==> src/rtl/mist_video_out.sv <==
// mist_video_out: video output stage between a MiST core and the VGA pins.
//   - Detects the polarity of HSync/VSync and normalises both to active-low.
//   - Generates a pixel clock enable (/1,/2,/4,/8) phase-locked to line start.
//   - Expands IN_DEPTH colour to OUT_DEPTH by MSB-first bit replication.
//   - Dims odd lines (scanlines) and optionally emits composite sync.
//   - Colour and syncs share a fixed two-register latency.
// Ports:
//   clk_sys, reset_n            clock, async active-low reset
//   ce_div[1:0]                 pixel CE divider select
//   scanlines[1:0]              odd-line dimming: none/25%/50%/75%
//   csync_en                    composite sync on VGA_HS, VGA_VS held 1
//   R,G,B[IN_DEPTH-1:0]         core colour
//   HSync, VSync                core syncs, either polarity
//   VGA_R/G/B[OUT_DEPTH-1:0]    output colour
//   VGA_HS, VGA_VS              active-low output syncs
//   ce_pix                      pixel clock enable
//   hs_pol, vs_pol              detected polarity, 1 = active-high pulse

// Sync polarity detector: registers the sync and compares high/low time.
module mist_vo_poldet #(
   parameter int CNT_W = 12
) (
   input  logic clk_i,
   input  logic rst_ni,
   input  logic sync_i,
   output logic sync_r_o,
   output logic pol_o
);
   localparam logic [CNT_W-1:0] CMAX = '1;

   logic             sync_q, pol_q, armed_q;
   logic [CNT_W-1:0] hi_q, lo_q;
   logic             rise;

   // Rising edge seen as the registered copy takes the new level.
   assign rise     = sync_i & ~sync_q;
   assign sync_r_o = sync_q;
   assign pol_o    = pol_q;

   // Counting starts only at the first rising edge, so the first edge never
   // updates the polarity; the first complete period latches it.
   always_ff @(posedge clk_i or negedge rst_ni) begin
      if (!rst_ni) begin
         sync_q  <= 1'b1;
         pol_q   <= 1'b0;
         armed_q <= 1'b0;
         hi_q    <= '0;
         lo_q    <= '0;
      end else begin
         sync_q <= sync_i;
         if (rise) begin
            armed_q <= 1'b1;
            if (hi_q != '0 && lo_q != '0) pol_q <= (hi_q < lo_q);
            hi_q <= '0;
            lo_q <= '0;
         end else if (armed_q) begin
            if (sync_q) begin
               if (hi_q != CMAX) hi_q <= hi_q + 1'b1;
            end else begin
               if (lo_q != CMAX) lo_q <= lo_q + 1'b1;
            end
         end
      end
   end
endmodule

module mist_video_out #(
   parameter int IN_DEPTH  = 6,
   parameter int OUT_DEPTH = 6,
   parameter int HCNT_W    = 12,
   parameter int VCNT_W    = 22
) (
   input  logic                 clk_sys,
   input  logic                 reset_n,
   input  logic [1:0]           ce_div,
   input  logic [1:0]           scanlines,
   input  logic                 csync_en,
   input  logic [IN_DEPTH-1:0]  R,
   input  logic [IN_DEPTH-1:0]  G,
   input  logic [IN_DEPTH-1:0]  B,
   input  logic                 HSync,
   input  logic                 VSync,
   output logic [OUT_DEPTH-1:0] VGA_R,
   output logic [OUT_DEPTH-1:0] VGA_G,
   output logic [OUT_DEPTH-1:0] VGA_B,
   output logic                 VGA_HS,
   output logic                 VGA_VS,
   output logic                 ce_pix,
   output logic                 hs_pol,
   output logic                 vs_pol
);
   // Fill OUT_DEPTH bits by repeating the input from its MSB downwards.
   function automatic logic [OUT_DEPTH-1:0] expand(input logic [IN_DEPTH-1:0] c);
      logic [OUT_DEPTH-1:0] e;
      e = '0;
      for (int i = 0; i < OUT_DEPTH; i++) e[OUT_DEPTH-1-i] = c[IN_DEPTH-1-(i % IN_DEPTH)];
      return e;
   endfunction

   function automatic logic [OUT_DEPTH-1:0] dim(input logic [OUT_DEPTH-1:0] c,
                                               input logic [1:0] sl, input logic odd);
      logic [OUT_DEPTH-1:0] d;
      d = c;
      if (odd) begin
         case (sl)
            2'b01:   d = c - (c >> 2);
            2'b10:   d = c >> 1;
            2'b11:   d = c >> 2;
            default: d = c;
         endcase
      end
      return d;
   endfunction

   logic                hs_r, vs_r, hs_n, vs_n;
   logic                hs_n_q, vs_n_q, hs_fall, vs_fall;
   logic [IN_DEPTH-1:0] r_q, g_q, b_q;
   logic [2:0]          div_q, div_d, mask;
   logic                par_q, par_d, ce_q;
   logic [OUT_DEPTH-1:0] vr_q, vg_q, vb_q;
   logic                vhs_q, vvs_q;

   mist_vo_poldet #(.CNT_W(HCNT_W)) u_hdet (
      .clk_i(clk_sys), .rst_ni(reset_n), .sync_i(HSync), .sync_r_o(hs_r), .pol_o(hs_pol));
   mist_vo_poldet #(.CNT_W(VCNT_W)) u_vdet (
      .clk_i(clk_sys), .rst_ni(reset_n), .sync_i(VSync), .sync_r_o(vs_r), .pol_o(vs_pol));

   assign hs_n    = hs_r ^ hs_pol;
   assign vs_n    = vs_r ^ vs_pol;
   assign hs_fall = hs_n_q & ~hs_n;
   assign vs_fall = vs_n_q & ~vs_n;

   // Parity is taken from its next-state value so the dimming flips on the
   // same output clock as VGA_HS falls.
   always_comb begin
      div_d = hs_fall ? 3'd0 : div_q + 3'd1;
      par_d = par_q;
      if (hs_fall) par_d = ~par_q;
      if (vs_fall) par_d = 1'b0;
      case (ce_div)
         2'd0:    mask = 3'd0;
         2'd1:    mask = 3'd1;
         2'd2:    mask = 3'd3;
         default: mask = 3'd7;
      endcase
   end

   always_ff @(posedge clk_sys or negedge reset_n) begin
      if (!reset_n) begin
         r_q    <= '0;
         g_q    <= '0;
         b_q    <= '0;
         hs_n_q <= 1'b1;
         vs_n_q <= 1'b1;
         div_q  <= '0;
         par_q  <= 1'b0;
         ce_q   <= 1'b0;
         vr_q   <= '0;
         vg_q   <= '0;
         vb_q   <= '0;
         vhs_q  <= 1'b1;
         vvs_q  <= 1'b1;
      end else begin
         r_q    <= R;
         g_q    <= G;
         b_q    <= B;
         hs_n_q <= hs_n;
         vs_n_q <= vs_n;
         div_q  <= div_d;
         par_q  <= par_d;
         ce_q   <= ((div_q & mask) == 3'd0);
         vr_q   <= dim(expand(r_q), scanlines, par_d);
         vg_q   <= dim(expand(g_q), scanlines, par_d);
         vb_q   <= dim(expand(b_q), scanlines, par_d);
         vhs_q  <= csync_en ? (hs_n & vs_n) : hs_n;
         vvs_q  <= csync_en ? 1'b1 : vs_n;
      end
   end

   assign VGA_R  = vr_q;
   assign VGA_G  = vg_q;
   assign VGA_B  = vb_q;
   assign VGA_HS = vhs_q;
   assign VGA_VS = vvs_q;
   assign ce_pix = ce_q;
endmodule

==> config.mk <==
export PLATFORM = sky130hd
export DESIGN_NAME = mist_video_out
export DESIGN_NICKNAME = d
export VERILOG_FILES = /design/src/rtl/mist_video_out.sv
export SDC_FILE = /design/constraint.sdc
export NUM_CORES = 1
export LEC_CHECK = 0
export ABC_AREA = 1
export CAP_MARGIN = 5
export CELL_PAD_IN_SITES_DETAIL_PLACEMENT = 0
export CELL_PAD_IN_SITES_GLOBAL_PLACEMENT = 1
export CORE_MARGIN = 5
export CORE_UTILIZATION = 48
export DETAILED_ROUTE_END_ITERATION = 10
export PLACE_DENSITY_LB_ADDON = 0.1
export SYNTH_ARGS = -nofsm -noshare
export SYNTH_HDL_FRONTEND = slang
export SYNTH_SLANG_ARGS = --single-unit
==> constraint.sdc <==
create_clock -name clk_sys -period 3.35 [get_ports clk_sys]
set_input_delay 0.8375 -clock clk_sys [delete_from_list [all_inputs] [get_ports clk_sys]]
set_output_delay 0.8375 -clock clk_sys [all_outputs]
set_load 0.01 [all_outputs]
==> flow_metrics.env <==
export IMPL_synth_cells=1152
export IMPL_fin_setup_tns_ns=0
export IMPL_rsz0062_at_grt="no"
export IMPL_drive_gt1_frac=0.0680
export IMPL_powerDensity_nw_per_um2=522
export IMPL_leakage_nw=4.50
export IMPL_path_max_fanout=1
export IMPL_tightestPinTransition_ns=0.657
export IMPL_stdcell_count=1440
export IMPL_synth_warnings=0
export IMPL_worst_ep_arrival_time_ns=1.46
export IMPL_via_per_inst=5.12
export IMPL_grt_max_degree=120
export IMPL_cp_required_ns=2.51
export IMPL_critical_path_buf_inv_count=1
export IMPL_power_w=0.00493
export IMPL_seq_area_frac_synth=0.367
export IMPL_max_freq_mhz=436
export IMPL_drv_cap=0
export IMPL_cts_resized=0
export IMPL_status="complete, no violations"
export IMPL_synth_fp_nets=1235
export IMPL_design_area_um2=9450
export IMPL_start_util=0.490
export IMPL_layout_commonest_cell="nand2_1"
export IMPL_clk_pin_slew_ns=0.06
export IMPL_drtPass1Iterations=5
export IMPL_endpoint_kind="primary output"
export IMPL_diodes=0
export IMPL_fp_coreArea_um2=16600
export IMPL_drc_errors=0
export IMPL_fin_ws_ns=1.06
export IMPL_criticalPathCategory="flop to primary output"
export IMPL_dp_cells=1408
export IMPL_vias=7366
export IMPL_clk_latency_ns=0.42
export IMPL_die_w_um=140
export IMPL_grt_overflow_total=0
export IMPL_io_pins=50
export IMPL_syn_area_um2=8130
export IMPL_setup_viol=0
export IMPL_min_period_ns=2.29
export IMPL_numCtsBuffers=17
export IMPL_avgSynthCellArea_um2=7.06
export IMPL_cpLargestDelayFamily="buffers and inverters"
export IMPL_io_buffer_count=49
export IMPL_antenna_found_initial=0
export IMPL_place_congestion=0.873
export IMPL_place_area_um2=8830
export IMPL_fin_skew_ns=0.00877
export IMPL_crit_slowest_cell="clkdlybuf4s50_1"
export IMPL_hold_viol=0
export IMPL_dieArea_um2=19600
export IMPL_first_global_vias=6957
export IMPL_cts_path_max_buffers=2
export IMPL_dp_final_hpwl_um=15200
export IMPL_peakVddDrop_mv=0.392
export IMPL_wirelength_um=20600
export IMPL_nNetsFinal=1290
export IMPL_hp_class="primary input to async pin"
export IMPL_path_cells="clkdlybuf4s50_1"
export IMPL_slew_headroom=0.562
export IMPL_fp_row_count=47
export IMPL_ys_ff_latch=119
export IMPL_first_iter_violations=432
export IMPL_detailedPlace_worstSlack_ns=0.749
export IMPL_fp_dieH_um=140
export IMPL_min_period_over_period=0.684
export IMPL_gr_usage_all_layers=0.214
export IMPL_drv_slew=0
export IMPL_clock_sinks=119
export IMPL_tritoncts="built"
export IMPL_postCtsSetupRepairBufs=0
export IMPL_grt_pass1_wl_um=34600
export IMPL_cts_hold_buf=0
export IMPL_cts_root_buf="clkbuf_16"
export IMPL_syn2layout_area_growth_pct=16.2
export IMPL_cp_start_kind="flop"
export IMPL_htree_levels=4
export IMPL_antenna_left=0
export IMPL_mostFrequentLayoutCells="nand2_1, nor2_1, inv_1"
export IMPL_synthDistinctLibCells=43
export IMPL_crit_path_max_incr_delay_ns=0.53
export IMPL_wire_per_inst_um=14.3
## cell type report
type | count | area (um2)
Clock inverter | 14 | 176
Sequential cell | 119 | 2990
Multi-Input combinational cell | 870 | 4470
Fill cell | 1649 | 7130
Tap cell | 220 | 275
Clock buffer | 18 | 439
Inverter | 142 | 542
Timing Repair Buffer | 57 | 561
## Yosys cell counts
cell type / instances / area share
a21oi_2: 1 / 0.0011
inv_6: 1 / 0.0011
nor3_1: 20 / 0.012
clkinv_1: 1 / 0.00046
nand3b_4: 1 / 0.0025
nor2_1: 139 / 0.064
nand3_1: 112 / 0.069
nand2_8: 1 / 0.0025
ha_1: 53 / 0.082
xor2_1: 16 / 0.017
dfrtp_1: 113 / 0.35
buf_1: 1 / 0.00046
dfstp_2: 6 / 0.019
buf_6: 5 / 0.0069
a31oi_1: 1 / 0.00077
nand2_2: 3 / 0.0023
a21oi_1: 26 / 0.016
nand3_2: 2 / 0.0025
nand3b_1: 1 / 0.00092
o21ai_1: 21 / 0.013
nor2_4: 3 / 0.0042
buf_4: 3 / 0.0028
buf_2: 6 / 0.0037
or2_1: 1 / 0.00077
nand2_1: 353 / 0.16
nor2_2: 3 / 0.0023
nor3b_1: 1 / 0.00092
inv_4: 1 / 0.00077
o221ai_1: 7 / 0.0075
xnor2_1: 5 / 0.0054
nand2_4: 2 / 0.0028
o22ai_1: 2 / 0.0015
clkinv_2: 1 / 0.00061
or2_2: 3 / 0.0023
inv_1: 135 / 0.062
inv_2: 3 / 0.0014
clkbuf_1: 6 / 0.0028
fa_1: 3 / 0.0074
o21ai_2: 10 / 0.011
a21o_1: 2 / 0.0018
nand4_2: 1 / 0.0015
nand4_1: 31 / 0.024
o21ai_0: 46 / 0.028
## routing by layer
metal,routed length [um],vias to the layer above,track usage
met1,9910,3365,0.293
met5,0,-,0
li1,-,3836,-
met2,9650,145,0.354
met3,845,20,0.0440
met4,222,0,0.0449
## worst paths after layout
check | from | endpoint | slack [ns] | depth (start not counted)
setup / recovery | VGA_HS | VGA_HS | 1.06 | 1
hold / removal | reset_n | u_vdet.lo_q[21] | 0.48 | 2
setup reg to reg | u_vdet.hi_q[0] | u_vdet.hi_q[15] | 1.20 | 8
hold reg to reg | div_q[2] | ce_pix | 0.48 | 1
max in group asynchronous | reset_n | VGA_G[0] | 2.34 | 2
min in group clk_sys | div_q[2] | ce_pix | 0.48 | 1
## sequential cells by signal, indices dropped and copies added, names as in the netlist, 3 cells and up
register	cells
u_vdet.hi_q	22
u_vdet.lo_q	22
u_hdet.hi_q	12
u_hdet.lo_q	12
VGA_B	6
VGA_G	6
VGA_R	6
b_q	6
g_q	6
r_q	6
div_q	3
## per-stage QoR
stage,util,hold slack [ns]
5_1_grt,0.570,0.514
6_report,0.570,0.479
4_1_cts,0.570,0.483
3_5_place_dp,0.533,0.474
2_1_floorplan,-,0.448
3_3_place_gp,0.533,0.479
## power breakdown
| group | internal [W] | leakage [nW] | total, W | switching (W) |
|---|---|---|---|---|
| Combinational | 0.000517 | 2.68 | 0.00120 | 0.000684 |
| Clock | 0.00119 | 0.296 | 0.00191 | 0.000714 |
| Sequential | 0.00167 | 1.53 | 0.00182 | 0.000154 |
## logic make-up (layout without fill, tap and decap cells)
group           after synthesis  count (layout)  synth area share
fa+ha+maj                    56              56            0.0889
xor+xnor                     21              21            0.0226
compound gates              116             116            0.0808
flops                       119             119             0.367
buf+inv                     163             231            0.0832
simple gates                677             677             0.357
(Power assumes the default switching activity.)
